===== src/rtl/lcd_ctrl.sv =====
// lcd_ctrl: turns each toggle of the LSU LCD register's REQ bit into one
// HD44780-style 8-bit write cycle (RS/DATA setup, EN pulse, hold, settle wait).
// The busy flag and the wrapping transfer counter are read back through the LSU.
module lcd_ctrl #(
  parameter int unsigned SETUP_CYC    = 32'd3,
  parameter int unsigned EN_CYC       = 32'd25,
  parameter int unsigned HOLD_CYC     = 32'd3,
  parameter int unsigned CMD_WAIT_CYC = 32'd2000,
  parameter int unsigned CLR_WAIT_CYC = 32'd82000
) (
  input  logic        i_clk,
  input  logic        i_rst_n,
  input  logic [31:0] i_lcd_reg,
  output logic        o_lcd_on,
  output logic        o_lcd_rs,
  output logic        o_lcd_rw,
  output logic        o_lcd_en,
  output logic [7:0]  o_lcd_data,
  output logic        o_busy,
  output logic [7:0]  o_xfer_cnt
);

  function automatic int unsigned max2(input int unsigned a, input int unsigned b);
    return (a > b) ? a : b;
  endfunction

  // Clear display (0x01) and return home (0x02/0x03) need the long settle time.
  function automatic logic is_clr_home(input logic rs, input logic [7:0] data);
    return (rs == 1'b0) && (data[7:2] == 6'd0) && (data[1:0] != 2'd0);
  endfunction

  localparam int unsigned MAX_CYC = max2(max2(max2(SETUP_CYC, EN_CYC),
                                              max2(HOLD_CYC, CMD_WAIT_CYC)),
                                         CLR_WAIT_CYC);
  localparam int unsigned CNT_W = $clog2(MAX_CYC + 32'd1);

  localparam logic [CNT_W-1:0] CNT_ZERO  = {CNT_W{1'b0}};
  localparam logic [CNT_W-1:0] CNT_ONE   = CNT_W'(32'd1);
  localparam logic [CNT_W-1:0] SETUP_LD  = CNT_W'(SETUP_CYC - 32'd1);
  localparam logic [CNT_W-1:0] EN_LD     = CNT_W'(EN_CYC - 32'd1);
  localparam logic [CNT_W-1:0] HOLD_LD   = CNT_W'(HOLD_CYC - 32'd1);
  localparam logic [CNT_W-1:0] CMD_WT_LD = CNT_W'(CMD_WAIT_CYC - 32'd1);
  localparam logic [CNT_W-1:0] CLR_WT_LD = CNT_W'(CLR_WAIT_CYC - 32'd1);

  typedef enum logic [2:0] {
    S_IDLE  = 3'd0,
    S_SETUP = 3'd1,
    S_PULSE = 3'd2,
    S_HOLD  = 3'd3,
    S_WAIT  = 3'd4
  } state_t;

  state_t           state_r, state_s;
  logic [CNT_W-1:0] cnt_r, cnt_s;
  logic             req_ack_r, req_ack_s;
  logic             lcd_rs_r, lcd_rs_s;
  logic [7:0]       lcd_data_r, lcd_data_s;
  logic             lcd_en_r, lcd_en_s;
  logic             clr_r, clr_s;
  logic [7:0]       xfer_cnt_r, xfer_cnt_s;
  logic             lcd_on_r;
  logic             pending_s;
  logic             unused_s;

  // Bits of the LSU register that carry no meaning for this block.
  assign unused_s = ^{i_lcd_reg[29:9]};

  // A request is pending whenever software's REQ bit differs from our acknowledge.
  assign pending_s = i_lcd_reg[30] ^ req_ack_r;

  // Next-state logic: one down-counter reloaded on every state entry.
  always_comb begin
    state_s    = state_r;
    cnt_s      = cnt_r;
    req_ack_s  = req_ack_r;
    lcd_rs_s   = lcd_rs_r;
    lcd_data_s = lcd_data_r;
    clr_s      = clr_r;
    xfer_cnt_s = xfer_cnt_r;
    // EN follows PULSE one cycle late, giving RS/DATA SETUP_CYC+1 cycles of setup.
    lcd_en_s   = (state_r == S_PULSE);
    case (state_r)
      S_IDLE: begin
        if (pending_s) begin
          req_ack_s  = i_lcd_reg[30];
          lcd_rs_s   = i_lcd_reg[8];
          lcd_data_s = i_lcd_reg[7:0];
          clr_s      = is_clr_home(i_lcd_reg[8], i_lcd_reg[7:0]);
          cnt_s      = SETUP_LD;
          state_s    = S_SETUP;
        end else begin
          state_s    = S_IDLE;
        end
      end
      S_SETUP: begin
        if (cnt_r == CNT_ZERO) begin
          cnt_s   = EN_LD;
          state_s = S_PULSE;
        end else begin
          cnt_s   = cnt_r - CNT_ONE;
        end
      end
      S_PULSE: begin
        if (cnt_r == CNT_ZERO) begin
          cnt_s   = HOLD_LD;
          state_s = S_HOLD;
        end else begin
          cnt_s   = cnt_r - CNT_ONE;
        end
      end
      S_HOLD: begin
        if (cnt_r == CNT_ZERO) begin
          cnt_s   = clr_r ? CLR_WT_LD : CMD_WT_LD;
          state_s = S_WAIT;
        end else begin
          cnt_s   = cnt_r - CNT_ONE;
        end
      end
      S_WAIT: begin
        if (cnt_r == CNT_ZERO) begin
          xfer_cnt_s = xfer_cnt_r + 8'd1;
          state_s    = S_IDLE;
        end else begin
          cnt_s      = cnt_r - CNT_ONE;
        end
      end
      default: begin
        cnt_s   = CNT_ZERO;
        state_s = S_IDLE;
      end
    endcase
  end

  // State and output registers; reset abandons any transfer without counting it.
  always_ff @(posedge i_clk) begin
    if (!i_rst_n) begin
      state_r    <= S_IDLE;
      cnt_r      <= CNT_ZERO;
      req_ack_r  <= 1'b0;
      lcd_rs_r   <= 1'b0;
      lcd_data_r <= 8'd0;
      lcd_en_r   <= 1'b0;
      clr_r      <= 1'b0;
      xfer_cnt_r <= 8'd0;
      lcd_on_r   <= 1'b0;
    end else begin
      state_r    <= state_s;
      cnt_r      <= cnt_s;
      req_ack_r  <= req_ack_s;
      lcd_rs_r   <= lcd_rs_s;
      lcd_data_r <= lcd_data_s;
      lcd_en_r   <= lcd_en_s;
      clr_r      <= clr_s;
      xfer_cnt_r <= xfer_cnt_s;
      lcd_on_r   <= i_lcd_reg[31];
    end
  end

  assign o_lcd_on   = lcd_on_r;
  assign o_lcd_rs   = lcd_rs_r;
  assign o_lcd_rw   = 1'b0;
  assign o_lcd_en   = lcd_en_r;
  assign o_lcd_data = lcd_data_r;
  assign o_xfer_cnt = xfer_cnt_r;
  // Busy must show in the same cycle the LSU writes a new request.
  assign o_busy     = (state_r != S_IDLE) | pending_s;

endmodule


===== config.mk =====
export PLATFORM = sky130hd
export DESIGN_NAME = lcd_ctrl
export DESIGN_NICKNAME = d
export VERILOG_FILES = /design/src/rtl/lcd_ctrl.sv
export SDC_FILE = /design/constraint.sdc
export NUM_CORES = 1
export LEC_CHECK = 0
export ABC_AREA = 1
export BUFFER_PORTS_ARGS = -buffer_cell sky130_fd_sc_hd__buf_2
export CAP_MARGIN = 10
export CORE_ASPECT_RATIO = 0.7
export CORE_MARGIN = 4
export CORE_UTILIZATION = 48
export DETAILED_ROUTE_END_ITERATION = 16
export PLACE_DENSITY_LB_ADDON = 0.08
export SLEW_MARGIN = 5
export SYNTH_ARGS = -nofsm -noshare
export SYNTH_HDL_FRONTEND = slang
export SYNTH_SLANG_ARGS = --single-unit

===== constraint.sdc =====
create_clock -name i_clk -period 1.6 [get_ports i_clk]
set_clock_uncertainty 0.05 [all_clocks]
set_input_delay 0.16 -clock i_clk [delete_from_list [all_inputs] [get_ports i_clk]]
set_output_delay 0.16 -clock i_clk [all_outputs]
set_load 0.02 [all_outputs]

Word-level counts from Yosys, hierarchy flattened
Cells that the tools add are included.
{"block": "totals", "out_inout_bits": 21, "wordCells": 48, "ff_bits": 41}
{"block": "op_classes", "n_eq_ne": 10, "mux": 13, "addsub": 2, "n_bitwise": 3, "reduce_logical": 11}
{"op": "17-bit two-way mux", "n": 6}
{"op": "17-bit one-hot mux with 5 select lines", "n": 1}
{"op": "17-bit logical NOT", "n": 1}
{"op": "17-bit by 1-bit subtractor with 17-bit output, second input constant", "n": 1}
{"op": "3-bit one-hot mux with 5 select lines", "n": 1}
{"op": "3-bit two-way mux", "n": 4}
{"op": "2-bit != test, second input constant", "n": 5}
{"op": "8-bit by 1-bit adder with 8-bit output, second input constant", "n": 1}
{"op": "3-bit by 2-bit == test with 1-bit output, second input constant", "n": 2}
{"op": "6-bit logical NOT", "n": 1}
{"op": "2-bit AND reduction", "n": 3}
{"op": "4-bit AND reduction", "n": 1}
{"op": "3-bit by 1-bit == test with 1-bit output, second input constant", "n": 1}
{"op": "3-bit == test, second input constant", "n": 1}
{"op": "3-bit logical NOT", "n": 1}
{"op": "3-bit nonzero test", "n": 1}
{"op": "1-bit logical AND", "n": 2}
{"op": "2-bit by 1-bit != test with 1-bit output, second input constant", "n": 1}
{"op": "2-bit nonzero test", "n": 1}
{"op": "1-bit two-way mux", "n": 1}
{"op": "1-bit NOT", "n": 1}
{"op": "1-bit bitwise OR", "n": 1}
{"op": "1-bit XOR", "n": 1}

Longest topological paths before layout
Gate-level depths: netlist (run 1).
{"block": "depth", "depth_word": 3, "ltp_mapped": 11}

Worst setup path before layout (run 1)
No wires, ideal clock.
{"block": "synth_timing", "path_kind": "register -> register", "from": "register cnt_r[0]", "to": "register cnt_r[5]", "slack_ps": -54, "setup_time_ps": 114, "arrival_ps": 1490, "required_time_ps": 1436, "n_path_buf": 0, "path_stages_with_launch": 11, "cell_sequence": "dfxtp_1 > inv_1 > ha_1 > nand2_4 > nor2_8 > nand3_4 > nand2_2 > nand2_4 > o21ai_4 > o21bai_1 > inv_1"}
{"block": "synth_via", "elab_chain_len": 3, "elab_cells_between_ends": 9}
{"item": "start, declared", "line": "54", "text": "logic [CNT_W-1:0] cnt_r, cnt_s;"}
{"item": "start signal, assigned", "line": "148", "text": "cnt_r <= cnt_s;"}
{"item": "17-bit by 1-bit subtractor with 17-bit output or 17-bit logical NOT (tied branches)"}
{"item": "17-bit two-way mux (tied with other cells)", "line": "120", "text": "if (cnt_r == CNT_ZERO) begin"}
{"item": "17-bit one-hot mux with 5 select lines or 2-bit AND reduction (tied branches)"}
Several ways; a longest one is shown, not always the timed one. The select of a mux whose other input is x is not followed.
A chain may end at the register's enable or synchronous reset.

Final worst setup path (run 1)
Same ends and word-level chain as after synthesis.

==> impl_metrics.tcl, run 1 <==
set metrics [dict create \
    ys_top_cells_by_area "dfxtp_1 37%, nand2_1 12%, nor2_1 8.8%" \
    drc_errors 0 \
    holdPathEnd "o_lcd_data[2]$_SDFFE_PN0P_" \
    worst-setup-path-type "register to register" \
    dp_hpwl_mm 4.00 \
    report.final.slew_viol_count 0 \
    port_buffers 32 \
    power.switching_mw 3.50 \
    seq_power_share_pct 19.7 \
    rsz0062_at_grt "true" \
    hold_viol 0 \
    die-area_um2 5810 \
    antenna_cells 0 \
    regToRegStartpoint "cnt_r[0]$_SDFFE_PN0P_" \
    yosys_register_bits 41 \
    antenna_left 0 \
    hold_ws_ns 0.0580 \
    vias 2245 \
    ys_types 35 \
    netSwitchingFraction_pct 44.4 \
    syn2layout_area_growth_pct 38.8 \
    layout_setup_ws_ns 0.000287 \
    startpoint_type "register" \
    synth_cells 315 \
    cts_tree "done" \
    drt_wl_total_mm 5.59 \
    yosysSeqAreaShare_pct 36.9 \
    min-delay-start "i_lcd_reg[2]" \
    synth.cell_area_um2 2220 \
    min_path_type "input pin to register" \
    grt_usage_pct 19.7 \
    status "finished clean" \
    fp.dieW_um 89.4 \
    grt_overflow 0 \
    hold_depth 3 \
    power.internal_mw 4.38 \
    syn_nets 351 \
    fillCellCount 365 \
    cts_buffer_depth 2 \
    initial_utilization_pct 50.5 \
    crit_fanout 8 \
    drtPass1Iterations 4 \
    clock_latency_ns 0.29 \
    yosysWarnings 0 \
    setup_viol 0 \
    irDropWorstVdd_mv 1.51 \
    die_h_um 65.0 \
    grt_antenna_before_repair 0 \
    clkTransAtPathRegs_ns 0.08 \
    yosysTopAreaCellShare_pct 36.9 \
    regToRegSetupSlack_ns 0.0003 \
    cts-buffers-inserted 5 \
    worstPathRequired_ns 1.74 \
    first_iter_violations 135 \
    coreArea_um2 4400 \
    reg2reg_depth 10 \
    place_congestion 0.843 \
    cp.arrival_ns 1.74 \
    clock_power_share_pct 11.0 \
    wl_per_cell_um 12.3 \
    endpoint_kind "register" \
    fin_crit_ns 1.60 \
    viasPerCell 4.96 \
    rows 20 \
    drive_gt1_share_pct 36.7 \
    first_global_vias 1964 \
    synth_largest_area_cell "dfxtp_1" \
    io_pins 55 \
    finalPower_mw 7.88 \
    num-nets-final 433 \
    grt_first_pass_wirelength_mm 9.00 \
    powerDensity_nw_per_um2 2550 \
    ctsHtreeMaxLevel 2 \
    clock-sinks 41 \
    grt_max_degree 25 \
    fin_setup_tns_ns 0 \
    fmax_ghz 0.625 \
    cts_root_buffer "clkbuf_8" \
    drv_cap 0 \
    combPwrFrac_pct 69.3 \
    syn_avg_cell_area_um2 7.06 \
    place_ws_ns -0.0227 \
    power_leakage_nw 1.50 \
    post-route-period-util_pct 100 \
    final_cell_area_um2 3090 \
    r2r_end "cnt_r[5]$_SDFFE_PN0P_" \
    placed_area_um2 2740 \
]
-- power by group through the flow --
stage | Clock (mW) | Combinational, mW | Sequential (mW)
global route | 0.941 | 6.01 | 1.58
CTS | 0.889 | 4.96 | 1.48
floorplan | 0 | 3.09 | 1.64
finish | 0.868 | 5.46 | 1.55
detailed placement | 0 | 4.90 | 1.50
global placement | 0 | 4.84 | 1.49
-- kinds of logic (layout without fill, tap and decap cells) --
family / Yosys count / in the layout / share of synthesized area [%]
other cells: 1 / 1 / 0.169
simple gates: 171 / 171 / 36.8
xor+xnor: 14 / 14 / 5.51
fa+ha+maj: 2 / 2 / 1.12
flops: 41 / 41 / 36.9
buf+inv: 38 / 121 / 7.82
compound gates: 48 / 48 / 11.6
-- flip-flops by register name, summed over array words and instances, names as in the netlist --
signal      cells
cnt_r          17
o_lcd_en        1
state_r         3
req_ack_r       1
o_lcd_on        1
o_lcd_data      8
o_xfer_cnt      8
clr_r           1
o_lcd_rs        1
-- cell usage after synthesis (all sizes together) --
library cell and n:
nand4 6, nor3b 1, o21ai 20, nand2 81
and2 1, a21oi 25, clkbuf 4, inv 28
conb 1, o21bai 2, dfxtp 41, clkinv 1
nand3 14, ha 2, xor2 9, xnor2 5
nor3 5, buf 5, nor2 61, nor4 1
nand3b 1, o211ai 1
-- worst max-delay path by stage --
stage                                  startpoint                         end  slack (ns)
after floorplan             cnt_r[0]$_SDFFE_PN0P_       cnt_r[5]$_SDFFE_PN0P_        0.02
after global placement    state_r[2]$_SDFFE_PN0P_       cnt_r[5]$_SDFFE_PN0P_      -0.003
after detailed placement  state_r[0]$_SDFFE_PN0P_  o_lcd_data[7]$_SDFFE_PN0P_       -0.02
after CTS                   cnt_r[0]$_SDFFE_PN0P_       cnt_r[5]$_SDFFE_PN0P_       -0.02
after global routing        cnt_r[0]$_SDFFE_PN0P_      cnt_r[13]$_SDFFE_PN0P_       -0.09
final                       cnt_r[0]$_SDFFE_PN0P_       cnt_r[5]$_SDFFE_PN0P_      0.0003
-- cells in the final DEF (no fill, tap or decap), drive strengths merged --
cell type / count
buf: 83
nand2: 81
nor2: 61
dfxtp: 41
inv: 28
a21oi: 25
o21ai: 20
nand3: 14
xor2: 9
clkbuf: 7
nand4: 6
nor3: 5
xnor2: 5
o21bai: 2
ha: 2
o211ai: 1
clkinv: 1
nor4: 1
nor3b: 1
nand3b: 1
and2: 1
conb: 1
bufinv: 1
dlygate4sd3: 1
-- critical path: stages, from the launching register on --
cell and delay (ns):
dfxtp_2 0.33, inv_2 0.07, ha_4 0.14, nand2_4 0.07, nor2_8 0.13, nand3_4 0.16, nand2_2 0.13, nand2_4 0.09
o21ai_4 0.16, o21bai_1 0.13, inv_1 0.05
-- area by class of cell --
| type | instances | area [um2] | share of cell area [%] |
|---|---|---|---|
| multi-input cells | 236 | 1350 | 43.8 |
| flip-flops and latches | 41 | 833 | 27.0 |
| repair buffers | 84 | 598 | 19.4 |
| inverters | 29 | 118 | 3.81 |
| clock buffers | 7 | 86.3 | 2.80 |
| well taps | 55 | 68.8 | 2.23 |
| clock inverters | 1 | 30.0 | 0.972 |
-- per-stage QoR --
stage          utilization [%]  cells
4_1_cts                   65.3    445
2_1_floorplan                -    315
5_1_grt                   70.1    453
3_3_place_gp              62.1    436
3_5_place_dp              62.1    436
6_report                  70.1    453
-- per-layer routing --
layer / part of all wire (%) / global-route usage [%]
met2: 45 / 28.3
met3: 6.5 / 3.94
met4: 0.38 / 4.65
met1: 48 / 29.8
met5: 0 / 0
-- what timing repair did --
action / in CTS / in global routing
setup buffers: 0 / 8
endpoints found under the hold margin: 1 / 0
setup endpoints to repair: 19 / 36
resized for setup: 7 / 49
hold buffers: 1 / 0
pin swaps: 2 / 17
(Power assumes the default switching activity.)
==> run 2, diff against run 1 <==
==> constraint.sdc (replaced) <==
create_clock -name i_clk -period 1.6 [get_ports i_clk]
set_clock_uncertainty 0.05 [all_clocks]
set_input_delay 0.08 -clock i_clk [delete_from_list [all_inputs] [get_ports i_clk]]
set_output_delay 0.08 -clock i_clk [all_outputs]
set_load 0.02 [all_outputs]
==> impl_metrics.tcl, run 2 (synthesis gave the netlist of run 1 again) <==
set metrics [dict create \
    status "finished with violations" \
    violations "negative setup slack" \
    drc_errors 0 \
    endpoint_kind "register" \
    regArea_um2 828 \
    critPathMaxStageDelay_ns 0.33 \
    hold_depth 3 \
    final_cell_mix "69 x nand2_1, 43 x nor2_1, 43 x buf_4" \
    post-route-period-util_pct 101 \
    rsz0062_at_grt "true" \
    viasPerCell 4.98 \
    drv_cap 0 \
    fmax_ghz 0.620 \
    port_buffers 32 \
    cts_root_buffer "clkbuf_8" \
    layout_setup_ws_ns -0.0137 \
    largest-register "cnt_r" \
    crit_buf_inv 2 \
    final_cells 457 \
    critical-path-slowest-cell "dfxtp_2" \
    drive_gt1_share_pct 35.8 \
    antenna_cells 0 \
    clock-sinks 41 \
    cts_buffer_depth 2 \
    syn2layout_area_growth_pct 40.8 \
    irDropWorstVdd_mv 1.70 \
    clock_latency_ns 0.29 \
    crit_fanout 5 \
    hold_viol 0 \
    cp.depth 9 \
    ctsHtreeMaxLevel 2 \
    crit_family "simple AND/OR/NAND/NOR gates" \
    dp_cells 433 \
    cts_tree "done" \
    num-nets-final 437 \
    powerDensity_nw_per_um2 2580 \
    place_congestion 0.854 \
    first_iter_violations 165 \
    reg2reg_depth 9 \
    initial_utilization_pct 50.5 \
    grt_usage_pct 20.9 \
    cts-buffers-inserted 5 \
    antenna_left 0 \
    clkTransAtPathRegs_ns 0.08 \
    multi_input_area_um2 1380 \
    wl_per_cell_um 12.6 \
    final_common_cell "nand2_1" \
    report.final.slew_viol_count 0 \
    die-area_um2 5810 \
    final_util_pct 71.1 \
    fp.dieW_um 89.4 \
    path_cells "inv_2 > ha_4 > nand2_4 > nor2_8 > nand3_4 > nor2_4 > buf_4 > o211ai_1 > a21oi_1" \
    power_leakage_nw 1.50 \
    grt_overflow 0 \
    fillCellCount 362 \
    first_global_vias 2058 \
    worst-setup-path-type "register to register" \
    rows 20 \
    dp_hpwl_mm 3.94 \
    cp.arrival_ns 1.78 \
    worstPathRequired_ns 1.77 \
    grt_max_degree 25 \
    fin_setup_tns_ns -0.0137 \
    largest_register_ffs 17 \
    grt_antenna_before_repair 0 \
    fin_crit_ns 1.61 \
    min_path_type "input pin to register" \
    setup_viol 1 \
    io_pins 55 \
    coreArea_um2 4400 \
    die_h_um 65.0 \
    hold_ws_ns 0.00960 \
    grt_first_pass_wirelength_mm 9.60 \
    drt_wl_total_mm 5.76 \
    vias 2276 \
    drtPass1Iterations 4 \
    startpoint_type "register" \
]
## run 2: changes by cell type in the layout (fill, tap and decap cells not counted), moves of 2 or more
cell,delta
a21oi_1,-2
dlygate4sd3_1,+6
o21ai_1,-2
dfxtp_1,+2
nor2_1,+2
buf_6,-4
nor2_4,-2
a21oi_2,+2
o21ai_0,+2
## run 2: routing by layer
| layer | vias up | GRT usage [%] | part of all wire [%] |
|---|---|---|---|
| met5 | - | 0 | 0 |
| met4 | 0 | 3.35 | 0.43 |
| met3 | 5 | 4.83 | 6.1 |
| met2 | 46 | 30.3 | 44 |
| met1 | 1045 | 31.5 | 49 |
| li1 | 1180 | - | - |
## run 2: layout make-up
class / count / area share (%)
Timing Repair Buffer: 87 / 19.7
Tap cell: 55 / 2.20
Clock buffer: 6 / 2.64
Inverter: 29 / 3.75
Multi-Input combinational cell: 237 / 44.0
Sequential cell: 41 / 26.4
Clock inverter: 2 / 1.20
## run 2: power by group
group	switching, mW	total [mW]	internal (mW)
Sequential	0.210	1.53	1.32
Clock	0.377	0.884	0.508
Combinational	3.10	5.67	2.57
Total	3.68	8.08	4.40
## run 2: tightest hold or removal path, cell delays in order
cell and delay [ns]:
buf_2 0.09, nand2_1 0.07, a21oi_1 0.06
## run 2: stage by stage
step	power [mW]	instance area [um2]	setup slack, ns
6_report	8.08	3130	-0.0137
5_1_grt	8.75	3130	-0.101
4_1_cts	7.43	2970	-0.0117
3_5_place_dp	6.26	2710	-0.0221
3_3_place_gp	6.18	2710	-0.00472
2_1_floorplan	4.73	2240	0.0150
## run 2: timing repair
action	4_1_cts	5_1_grt
cloned	1	0
resized for setup	10	38
setup endpoints to repair	16	36
endpoints found under the hold margin	7	0
hold buffers	7	0
setup buffers	3	5
pin swaps	8	17
## run 2: final timing paths
| path | from | end | slack (ns) |
|---|---|---|---|
| max | cnt_r[1]$_SDFFE_PN0P_ | cnt_r[0]$_SDFFE_PN0P_ | -0.01 |
| max reg2reg | cnt_r[1]$_SDFFE_PN0P_ | cnt_r[0]$_SDFFE_PN0P_ | -0.01 |
| min | i_lcd_reg[0] | o_lcd_data[0]$_SDFFE_PN0P_ | 0.01 |
| min reg2reg | o_lcd_data[0]$_SDFFE_PN0P_ | o_lcd_data[0]$_SDFFE_PN0P_ | 0.42 |
==> run 3, diff against run 2 <==
--- a/config.mk
+++ b/config.mk
@@ -5,13 +5,13 @@
 export SDC_FILE = /design/constraint.sdc
 export NUM_CORES = 1
 export LEC_CHECK = 0
-export ABC_AREA = 1
 export BUFFER_PORTS_ARGS = -buffer_cell sky130_fd_sc_hd__buf_2
 export CAP_MARGIN = 10
 export CORE_ASPECT_RATIO = 0.7
 export CORE_MARGIN = 4
 export CORE_UTILIZATION = 48
 export DETAILED_ROUTE_END_ITERATION = 16
+export HOLD_SLACK_MARGIN = 0.03
 export PLACE_DENSITY_LB_ADDON = 0.08
 export SLEW_MARGIN = 5
 export SYNTH_ARGS = -nofsm -noshare
==> impl_metrics.tcl, run 3 <==
set metrics [dict create \
    status "finished with violations" \
    violations "negative setup slack" \
    initial_utilization_pct 49.7 \
    post-route-period-util_pct 133 \
    final_cell_mix "60 x buf_4, 35 x dfxtp_1, 31 x buf_2" \
    grt_usage_pct 23.3 \
    hold_depth 4 \
    grt_antenna_before_repair 0 \
    worst-setup-path-type "register to register" \
    synth_common_cells "41 x dfxtp_1, 26 x nand2_1, 26 x nor2_1, 23 x a21oi_1, 17 x nand3_1" \
    rows 20 \
    layout_setup_ws_ns -0.536 \
    place_congestion 0.878 \
    regArea_um2 831 \
    synth-async-reset-ratio_pct 0 \
    drt_wl_total_mm 7.01 \
    cts_tree "done" \
    final_cell_area_um2 3420 \
    hold_viol 0 \
    antenna_cells 0 \
    yosys_register_bits 41 \
    irDropWorstVdd_mv 2.02 \
    powerDensity_nw_per_um2 2550 \
    final_cells 439 \
    fillCellCount 306 \
    cp.arrival_ns 2.24 \
    clock-sinks 41 \
    endpoint_kind "register" \
    rsz0062_at_grt "true" \
    yosysWarnings 0 \
    dp_hpwl_mm 4.20 \
    reg2reg_depth 8 \
    yosysSeqAreaShare_pct 37.9 \
    coreArea_um2 4350 \
    startpoint_type "register" \
    clock_latency_ns 0.29 \
    synth.cell_area_um2 2170 \
    startpoint "cnt_r[14]$_SDFFE_PN0P_" \
    cts_buffer_depth 2 \
    multi_input_area_um2 1440 \
    final_util_pct 78.5 \
    fin_crit_ns 2.14 \
    drtPass1Iterations 5 \
    min-delay-start "i_rst_n" \
    syn_avg_cell_area_um2 7.99 \
    num-nets-final 420 \
    synth_most_common_cell "dfxtp_1" \
    largest_register_ffs 17 \
    grt_first_pass_wirelength_mm 10.4 \
    viasPerCell 5.65 \
    report.final.slew_viol_count 0 \
    synth_largest_area_cell "dfxtp_1" \
    syn2layout_area_growth_pct 57.8 \
    drc_errors 0 \
    power_leakage_nw 1.53 \
    syn_nets 307 \
    dp_cells 404 \
    yosysTopAreaCellShare_pct 37.9 \
    ctsHtreeMaxLevel 2 \
    die-area_um2 5670 \
    wl_per_cell_um 16.0 \
    largest-register "cnt_r" \
    clkTransAtPathRegs_ns 0.08 \
    final_common_cell "buf_4" \
    fmax_ghz 0.468 \
    cts-buffers-inserted 5 \
    drive_gt1_share_pct 45.1 \
    io_pins 55 \
    synth_edf_count 0 \
    worstPathRequired_ns 1.71 \
    setup_viol 29 \
    finalPower_mw 8.71 \
    placed_area_um2 2800 \
    fp.dieW_um 88.3 \
    grt_max_degree 29 \
    cts_root_buffer "clkbuf_8" \
    synth_cells 271 \
    regToRegStartpoint "cnt_r[14]$_SDFFE_PN0P_" \
    grt_overflow 0 \
    synth_flop_cell "dfxtp_1" \
    drv_cap 0 \
    antenna_left 0 \
    first_global_vias 2140 \
    ys_types 51 \
    port_buffers 32 \
    ys_top_cells_by_area "dfxtp_1 38%, a21oi_1 5.3%, nand2_1 4.5%" \
    die_h_um 64.2 \
    vias 2480 \
    min_path_type "input pin to register" \
    crit_fanout 6 \
    first_iter_violations 185 \
    place_ws_ns -0.490 \
]
run 3: cell count changes in the layout (fill, tap and decap cells not counted), sizes merged, moves of 4 or more:
cell	previous run	this run
dlygate4sd3	7	11
a21o	0	8
nand2	81	27
nor3	5	18
inv	28	8
xnor2	5	1
o31ai	0	5
buf	80	110
nor2	61	27
nor4	1	7
or3	0	4
run 3: cell families (layout without fill, tap and decap cells):
| logic type | count (synthesis) | after routing | share of synthesized area, % |
|---|---|---|---|
| flops | 41 | 41 | 37.9 |
| other cells | 1 | 1 | 0.173 |
| compound gates | 71 | 71 | 20.7 |
| fa+ha+maj | 2 | 2 | 1.16 |
| buf+inv | 24 | 137 | 5.08 |
| simple gates | 120 | 120 | 30.0 |
| mux | 2 | 2 | 0.924 |
| xor+xnor | 10 | 10 | 4.04 |
run 3: critical path: stages, from the launching register on:
cell,delay (ns)
dfxtp_2,0.33
or3_4,0.38
or3_4,0.36
buf_6,0.15
nor2_4,0.21
buf_6,0.16
o21ai_2,0.05
a22oi_1,0.18
o31ai_1,0.12
run 3: final timing paths:
kind | endpoint | slack [ns]
worst min register to register | o_lcd_data[6]$_SDFFE_PN0P_ | 0.41
worst max register to register | cnt_r[1]$_SDFFE_PN0P_ | -0.54
worst max-delay path | cnt_r[1]$_SDFFE_PN0P_ | -0.54
worst min-delay path | cnt_r[11]$_SDFFE_PN0P_ | 0.17
run 3: timing repair:
action | 4_1_cts | 5_1_grt
resized for setup | 22 | 56
setup endpoints to repair | 29 | 31
setup buffers | 5 | 13
hold buffers | 11 | 0
pin swaps | 7 | 26
endpoints found under the hold margin | 11 | 0
run 3: layout make-up:
| type | instances | share of cell area, % |
|---|---|---|
| clock buffer | 5 | 2.01 |
| clock inverter | 2 | 1.02 |
| inverter | 8 | 0.952 |
| multi-input combinational | 206 | 42.1 |
| sequential | 41 | 24.3 |
| tap | 55 | 2.01 |
| timing repair buffer | 122 | 27.6 |
run 3: report_power, final:
part / switching [mW] / total, mW / internal [mW] / leakage, nW
Sequential: 0.164 / 1.44 / 1.28 / 0.337
Combinational: 3.28 / 6.45 / 3.17 / 1.14
Clock: 0.367 / 0.821 / 0.454 / 0.0540
Total: 3.81 / 8.71 / 4.90 / 1.53
run 3: metal layers:
metal	GRT usage (%)	wire (um)
met3	5.54	503
met5	0	0
met4	4.91	80
met2	34.2	3320
met1	34.3	3110
run 3: per-stage QoR:
step,hold WS (ns),setup TNS [ns]
floorplan,0.157,-10.05
global placement,0.239,-10.48
finish,0.168,-11.86
detailed placement,0.244,-11.31
global route,0.174,-14.09
CTS,0.158,-10.05
